===== src/rtl/vga_timing_gen.sv =====
// 640x480@60 raster timing: pixel-rate enable, h/v counters, active-low syncs and blank.
// Flags are registered from the next counter values so they line up with hcount/vcount.
module vga_timing_gen #(
    parameter int CLK_DIV  = 4,
    parameter int H_ACTIVE = 640,
    parameter int H_FP     = 16,
    parameter int H_SYNC   = 96,
    parameter int H_BP     = 48,
    parameter int V_ACTIVE = 480,
    parameter int V_FP     = 10,
    parameter int V_SYNC   = 2,
    parameter int V_BP     = 33
) (
    input  logic        clk_in,
    input  logic        reset,
    output logic        pix_en,
    output logic [10:0] hcount,
    output logic [9:0]  vcount,
    output logic        blank,
    output logic        hSync,
    output logic        vSync,
    output logic        frame_start
);

    localparam int H_TOTAL = H_ACTIVE + H_FP + H_SYNC + H_BP;
    localparam int V_TOTAL = V_ACTIVE + V_FP + V_SYNC + V_BP;
    localparam int DIV_W   = (CLK_DIV > 1) ? $clog2(CLK_DIV) : 1;

    localparam logic [DIV_W-1:0] DIV_LAST = DIV_W'(CLK_DIV - 1);

    localparam logic [10:0] H_LAST     = 11'(H_TOTAL - 1);
    localparam logic [10:0] H_VIS_END  = 11'(H_ACTIVE);
    localparam logic [10:0] HS_FIRST   = 11'(H_ACTIVE + H_FP);
    localparam logic [10:0] HS_LAST    = 11'(H_ACTIVE + H_FP + H_SYNC - 1);

    localparam logic [9:0]  V_LAST     = 10'(V_TOTAL - 1);
    localparam logic [9:0]  V_VIS_END  = 10'(V_ACTIVE);
    localparam logic [9:0]  VS_FIRST   = 10'(V_ACTIVE + V_FP);
    localparam logic [9:0]  VS_LAST    = 10'(V_ACTIVE + V_FP + V_SYNC - 1);

    logic [DIV_W-1:0] r_div_cnt;
    logic             r_pix_en;
    logic [10:0]      r_hcount;
    logic [9:0]       r_vcount;
    logic             r_blank;
    logic             r_hsync;
    logic             r_vsync;
    logic             r_frame_start;

    logic [DIV_W-1:0] w_div_next;
    logic             w_pix_next;
    logic             w_line_end;
    logic [10:0]      w_h_next;
    logic [9:0]       w_v_next;
    logic             w_blank_next;
    logic             w_hsync_next;
    logic             w_vsync_next;
    logic             w_fs_next;

    // pix_en is registered (not decoded) so it stays low in reset even when CLK_DIV is 1
    always_comb begin
        w_div_next = (r_div_cnt == DIV_LAST) ? '0 : r_div_cnt + DIV_W'(1);
        w_pix_next = (w_div_next == DIV_LAST);
    end

    always_comb begin
        w_line_end = (r_hcount == H_LAST);
        w_h_next   = r_hcount;
        w_v_next   = r_vcount;
        if (r_pix_en) begin
            if (w_line_end) begin
                w_h_next = '0;
                w_v_next = (r_vcount == V_LAST) ? '0 : r_vcount + 10'd1;
            end else begin
                w_h_next = r_hcount + 11'd1;
            end
        end
    end

    // Flags look at the next counts so that, once registered, they match the presented counts
    always_comb begin
        w_blank_next = (w_h_next >= H_VIS_END) || (w_v_next >= V_VIS_END);
        w_hsync_next = !((w_h_next >= HS_FIRST) && (w_h_next <= HS_LAST));
        w_vsync_next = !((w_v_next >= VS_FIRST) && (w_v_next <= VS_LAST));
        w_fs_next    = w_pix_next && (w_h_next == '0) && (w_v_next == '0);
    end

    always_ff @(posedge clk_in or negedge reset) begin
        if (!reset) begin
            r_div_cnt     <= '0;
            r_pix_en      <= 1'b0;
            r_hcount      <= '0;
            r_vcount      <= '0;
            r_blank       <= 1'b0;
            r_hsync       <= 1'b1;
            r_vsync       <= 1'b1;
            r_frame_start <= 1'b0;
        end else begin
            r_div_cnt     <= w_div_next;
            r_pix_en      <= w_pix_next;
            r_hcount      <= w_h_next;
            r_vcount      <= w_v_next;
            r_blank       <= w_blank_next;
            r_hsync       <= w_hsync_next;
            r_vsync       <= w_vsync_next;
            r_frame_start <= w_fs_next;
        end
    end

    assign pix_en      = r_pix_en;
    assign hcount      = r_hcount;
    assign vcount      = r_vcount;
    assign blank       = r_blank;
    assign hSync       = r_hsync;
    assign vSync       = r_vsync;
    assign frame_start = r_frame_start;

endmodule


===== config.mk =====
export PLATFORM = sky130hd
export DESIGN_NAME = vga_timing_gen
export DESIGN_NICKNAME = d
export VERILOG_FILES = /design/src/rtl/vga_timing_gen.sv
export SDC_FILE = /design/constraint.sdc
export NUM_CORES = 1
export LEC_CHECK = 0
export ABC_AREA = 1
export CAP_MARGIN = 40
export CORE_ASPECT_RATIO = 0.5
export CORE_MARGIN = 1.5
export CORE_UTILIZATION = 55
export DETAILED_ROUTE_END_ITERATION = 8
export PLACE_DENSITY_LB_ADDON = 0.2
export SETUP_SLACK_MARGIN = 0.1
export SLEW_MARGIN = 20
export SYNTH_ARGS = -nofsm -noshare
export SYNTH_HDL_FRONTEND = slang
export SYNTH_SLANG_ARGS = --single-unit

===== constraint.sdc =====
create_clock -name clk_in -period 3.7 [get_ports clk_in]
set_input_delay 0.74 -clock clk_in [delete_from_list [all_inputs] [get_ports clk_in]]
set_output_delay 0.74 -clock clk_in [all_outputs]
set_load 0.05 [all_outputs]

==> impl_metrics.ini <==
[global_route]
grt_pass1_vias = 1487
antenna_found_initial = 0
overflow = 0
grt_max_degree = 29
gr-usage-all-layers_pct = 24.0
grt_pass1_wl_um = 6670

[synthesis]
synth_xor_area_share_pct = 2.45
syn-instance-count = 248
synthAdderAreaFrac_pct = 3.51
synthMuxAreaShare_pct = 0
synth_top_cell_by_area = dfrtp_1
ys_top_cells_by_area = dfrtp_1, nand2_1, inv_1, nor2_1, nand3_1
syn_area_per_cell_um2 = 7.19
synth.net_count = 255
synthSimpleGateAreaFrac_pct = 43.0
yosysUniqueCellTypes = 29
yosysWarnings = 0
synth_top_area_share_pct = 36.5
syn_area_um2 = 1780
synth_compound_area_share_pct = 1.47
yosysSeqAreaShare_pct = 39.4
synth_top_family_by_area = simple AND/OR/NAND/NOR gates
ys_seq_elements = 28

[critical_path]
cpLargestDelayFamily = buffers and inverters
r2r_start = pix_en
worst-setup-path-type = reg2out
cp-end-kind = output port
ff2ff_path_depth = 10
cp_slowest_stage_delay_ns = 0.90
crit_arrival_ns = 1.86
cp-start-kind = flip-flop
cp.required_ns = 2.96
path_cells = clkdlybuf4s50_1
critPathBufInv = 1
crit_path_top_delay_cell = clkdlybuf4s50_1
reg2reg_slack_ns = 1.61
worstReg2RegEnd = frame_start
path_max_fanout = 16

[drt]
drtIter0Drc = 104
dr.pass1.iters = 4
vias_per_cell = 5.08
wirelength_um = 3850
dr_total_vias = 1620
antenna_left = 0
wl_per_cell_um = 12.1
drc = 0

[layout]
fin_nets = 287
post-route-util_pct = 71.0
area_growth_pct = 21.2
drive_gt1_share_pct = 10.8
antenna_cells = 0

[worst_hold_path]
hold_path_startpoint = r_div_cnt[0]
whs_path_depth = 1
hold_end = r_div_cnt[0]
hold_class = reg2reg

[sta]
finalCriticalPeriod_ns = 2.60
tns_ns = 0
relSlewSlack_pct = 65.8
grt_setup_unrepaired = false
setup_viol = 0
final_hold_viol_count = 0
post-route-period-util_pct = 70.3
clock_skew_ns = 0.00723
worstMarginPinSlew_ns = 0.513
slew_violations = 0
max_freq_ghz = 0.385

[cts]
ctsResizeCount = 0
clk_latency_ns = 0.28
cts_buffers = 3
clock-sinks = 28
clkTransAtPathRegs_ns = 0.10
clockBufferDepth = 2
cts_tree = done
cts_root_buffer = clkbuf_8
ctsHoldBuffers = 0
htree_num_levels = 1
postCtsSetupBuffers = 0

[placed_design]
dp_hpwl_um = 2900
gp_routability_congestion = 0.887
port_buffers = 27

[die]
die_w_um = 83.6
initial_core_util_pct = 58.5
core_area_um2 = 3050
pin_count = 28
die-area_um2 = 3620
core.rowCount = 14
die_y_um = 43.3

[power]
p_leak_uw = 0.00115
power.density_nw_per_um2 = 234
irDropWorstVdd_mv = 0.184

[flow_run]
maxCapViolCount = 0

[status]
outcome = completed
cells in the mapped netlist:
cell and instances:
nand2_1 87, inv_1 39, dfrtp_1 26, nor2_1 24, nand3_1 13, nand4_1 9
ha_1 5, nor3_1 5, xor2_1 5, inv_2 4, nor2_2 4, nand2_2 3
clkinv_1 2, dfstp_2 2, nand3_2 2, nand3b_1 2, nor2_4 2, o21ai_0 2
o21ai_1 2, a31oi_1 1, clkbuf_1 1, clkinv_4 1, nand2_8 1, nand3_4 1
nor2_8 1, nor3_2 1, nor3_4 1, nor4_2 1, or2_2 1
area by class of cell:
cell class / instances / area (um^2)
well taps: 40 / 50.0
flip-flops and latches: 28 / 703
inverters: 46 / 178
multi-input cells: 173 / 900
clock buffers: 4 / 55.1
repair buffers: 28 / 278
fillers: 249 / 885
per-layer routing:
metal  vias up  global-route usage, %  share of wire (%)
met3         6                   6.23                5.7
li1        822                      -                  -
met1       742                   32.4                 50
met4         0                   7.21               0.94
met2        50                   38.7                 43
met5         -                      0                  0
cells in the final DEF (no fill, tap or decap), drive strengths merged:
cell type      instances
buf                    1
nand2                 91
inv                   43
nor4                   1
nand3b                 2
clkinv                 3
clkdlybuf4s50         27
a31oi                  1
nor2                  31
clkbuf                 4
nand3                 16
or2                    1
xor2                   5
dfstp                  2
o21ai                  4
nor3                   7
ha                     5
nand4                  9
dfrtp                 26
worst max-delay path by stage:
stage | cells after the start | startpoint | slack (ns) | end
6_report | 1 | pix_en | 1.10 | pix_en
5_1_grt | 1 | pix_en | 1.03 | pix_en
4_1_cts | 1 | pix_en | 1.12 | pix_en
3_5_place_dp | 1 | pix_en | 1.44 | pix_en
3_3_place_gp | 1 | pix_en | 1.45 | pix_en
2_1_floorplan | 12 | hcount[0] | 1.75 | vSync
logic make-up after synthesis:
logic type / count (synthesis)
buffers and inverters: 47
AND/OR/NAND/NOR: 158
flip-flops: 28
AO/OA/AOI/OAI: 5
XOR/XNOR: 5
adder cells (fa/ha/maj): 5
report_power, final:
group / total, uW / internal [uW] / leakage [uW] / switching (uW)
Combinational: 7.47 / 1.61 / 0.000755 / 5.86
Sequential: 306 / 306 / 0.000370 / 0
Clock: 194 / 95.5 / 0.0000288 / 98.1
Total: 507 / 403 / 0.00115 / 104
registers in the layout (all words and copies together) (netlist names):
name	count
vcount	10
hcount	11
vSync	1
blank	1
pix_en	1
hSync	1
r_div_cnt	2
frame_start	1
through the flow:
step                      area (um^2)  worst slack [ns]  cells  total power (uW)  hold WS [ns]
after global placement           2110              1.45    315               320         0.436
after floorplan                  1780              1.75    248               312         0.422
after detailed placement         2110              1.44    315               320         0.452
after global routing             2160              1.03    319               525         0.513
after CTS                        2160              1.12    319               513         0.465
final                            2160              1.10    319               507         0.472
Note: power is estimated with default switching activity, not from simulation.
==> edit, RTL diff (same flow settings) <==
The parameter `CLK_DIV` goes from 4 to 8.
--- a/src/rtl/vga_timing_gen.sv
+++ b/src/rtl/vga_timing_gen.sv
@@ -3,3 +3,3 @@
 module vga_timing_gen #(
-    parameter int CLK_DIV  = 4,
+    parameter int CLK_DIV  = 8,
     parameter int H_ACTIVE = 640,
Function: changed (Yosys sat finds a counterexample within 4 cycles, from zero or initial values and one cycle with reset low).
==> edit against the original RTL <==
The flow now finishes with violations (design-rule violations). Routed wire length is 15% higher. Non-clock buffer count unchanged. Power is 23% higher. Sequential cell count up 1. Final area grew 5.7%. Global-route usage increased by 1.3 points. Hold slack got worse by 0.0095 ns. Clock power rose by 54%. Synthesized area up 5.3%. Count of clock-buffer cells in the layout increased by 3. Setup slack lost 0.016 ns. Cell count grew 5.3%. Combinational power rose by 5.8%. Die area up 5.0%.
==> edit: results (changes against the original RTL) <==
Finish
  • Share of layout cells above drive strength 1: 0.1149 (+0.007338)
  • Antenna cell count: 0 (unchanged)
  • Fill cell count: 261 (+4.8%)
  • Nets@finish: 303 (+5.6%)
  • Register area: 728.2 um^2 (+3.6%)

Yosys
  • Synth top area cells: dfrtp_1 (36%), nand2_1 (15%), inv_1 (9.6%), nand3_1 (6.4%), nor2_1 (5.4%)
  • Most common library cells after synthesis: nand2_1 (75), inv_1 (48), dfrtp_1 (27), nor2_1 (27), nand3_1 (24)
  • Seq/Total Area, Yosys: 0.3875 (-0.006626)

Power
  • Worst ir drop on vdd: 0.0001891 V (+2.8%)
  • Internal power: 0.4867 mW (+21%)
  • Leak pwr: 1.280 nW (+11%)

Global routing
  • Number of global-route vias before repair: 1542 (+3.7%)
  • Largest net degree at the start of global routing: 30 (+3.4%)
  • First-pass GRT wire length: 7.189 mm (+7.9%)

Drt
  • DR pass1 iterations: 7 (+3)
  • Residual DRC: 6 (+6)
  • Via density: 5.265 (+3.7%)
  • Routed wire length: 4.416 mm (+15%)
  • DRT iter0 DRCs: 134 (+29%)

Outcome
  • Violated checks: design-rule violations
  • Run status: finished, violations left

STA
  • Slew margin rel.: 0.6442 (-0.01378)

Placed design
  • Pre-CTS setup slack: 1.414 ns (-0.02851 ns)
  • Routability cong.: 0.9023 (+1.8%)
  • Area after DPL: 2185 um^2 (+3.6%)

CTS
  • H-Tree Depth: 2 (+1)
  • TritonCTS Buffers: 5 (+2)
  • Clk slew on worst S/H paths: 0.07 ns (-0.03 ns)

Setup path
  • CP Max Fanout: 17 (+1)
[edit: cell families (layout without fill, tap and decap cells)]
kind of cell	Yosys count	in the layout	share of synthesized area
simple gates	156	156	0.4015
buf+inv	55	88	0.1172
flops	29	29	0.3875
compound gates	15	15	0.04461
fa+ha+maj	6	6	0.03995
xor+xnor	2	2	0.009323
[edit: power by group through the flow]
stage	Sequential (mW)	Combinational [mW]	Clock, mW
5_1_grt	0.317	0.00921	0.314
3_5_place_dp	0.323	0.00829	0
4_1_cts	0.317	0.00826	0.300
6_report	0.317	0.00790	0.299
2_1_floorplan	0.323	0.000000753	0
3_3_place_gp	0.323	0.00806	0
[edit: layout make-up]
type	instances	area share
Timing Repair Buffer	28	0.1215
Clock inverter	1	0.002189
Clock buffer	7	0.04215
Sequential cell	29	0.3186
Inverter	52	0.08648
Multi-Input combinational cell	179	0.4072
Tap cell	40	0.02189
[edit: metrics by stage]
stage          total power [mW]  cells
2_1_floorplan            0.3231    263
3_3_place_gp             0.3310    328
3_5_place_dp             0.3312    328
4_1_cts                  0.6258    336
5_1_grt                  0.6402    336
6_report                 0.6236    336
[edit: per-layer routing]
metal	GRT usage	up-vias	routed length, um
met5	0	-	0
met4	0.08387	0	29
met3	0.07463	4	426
met2	0.4094	90	1933
met1	0.3353	790	2027
li1	-	885	-
[edit: worst paths after layout]
check / end / slack (ns) / depth (start not counted)
min in group asynchronous: hcount[7]$_DFF_PN0_ / 0.83 / 2
worst max register to register: frame_start$_DFF_PN0_ / 1.53 / 10
worst min register to register: r_div_cnt[0]$_DFF_PN0_ / 0.46 / 1
worst max-delay path: pix_en / 1.08 / 1
max in group asynchronous: vSync$_DFF_PN1_ / 2.54 / 2
worst min-delay path: r_div_cnt[0]$_DFF_PN0_ / 0.46 / 1
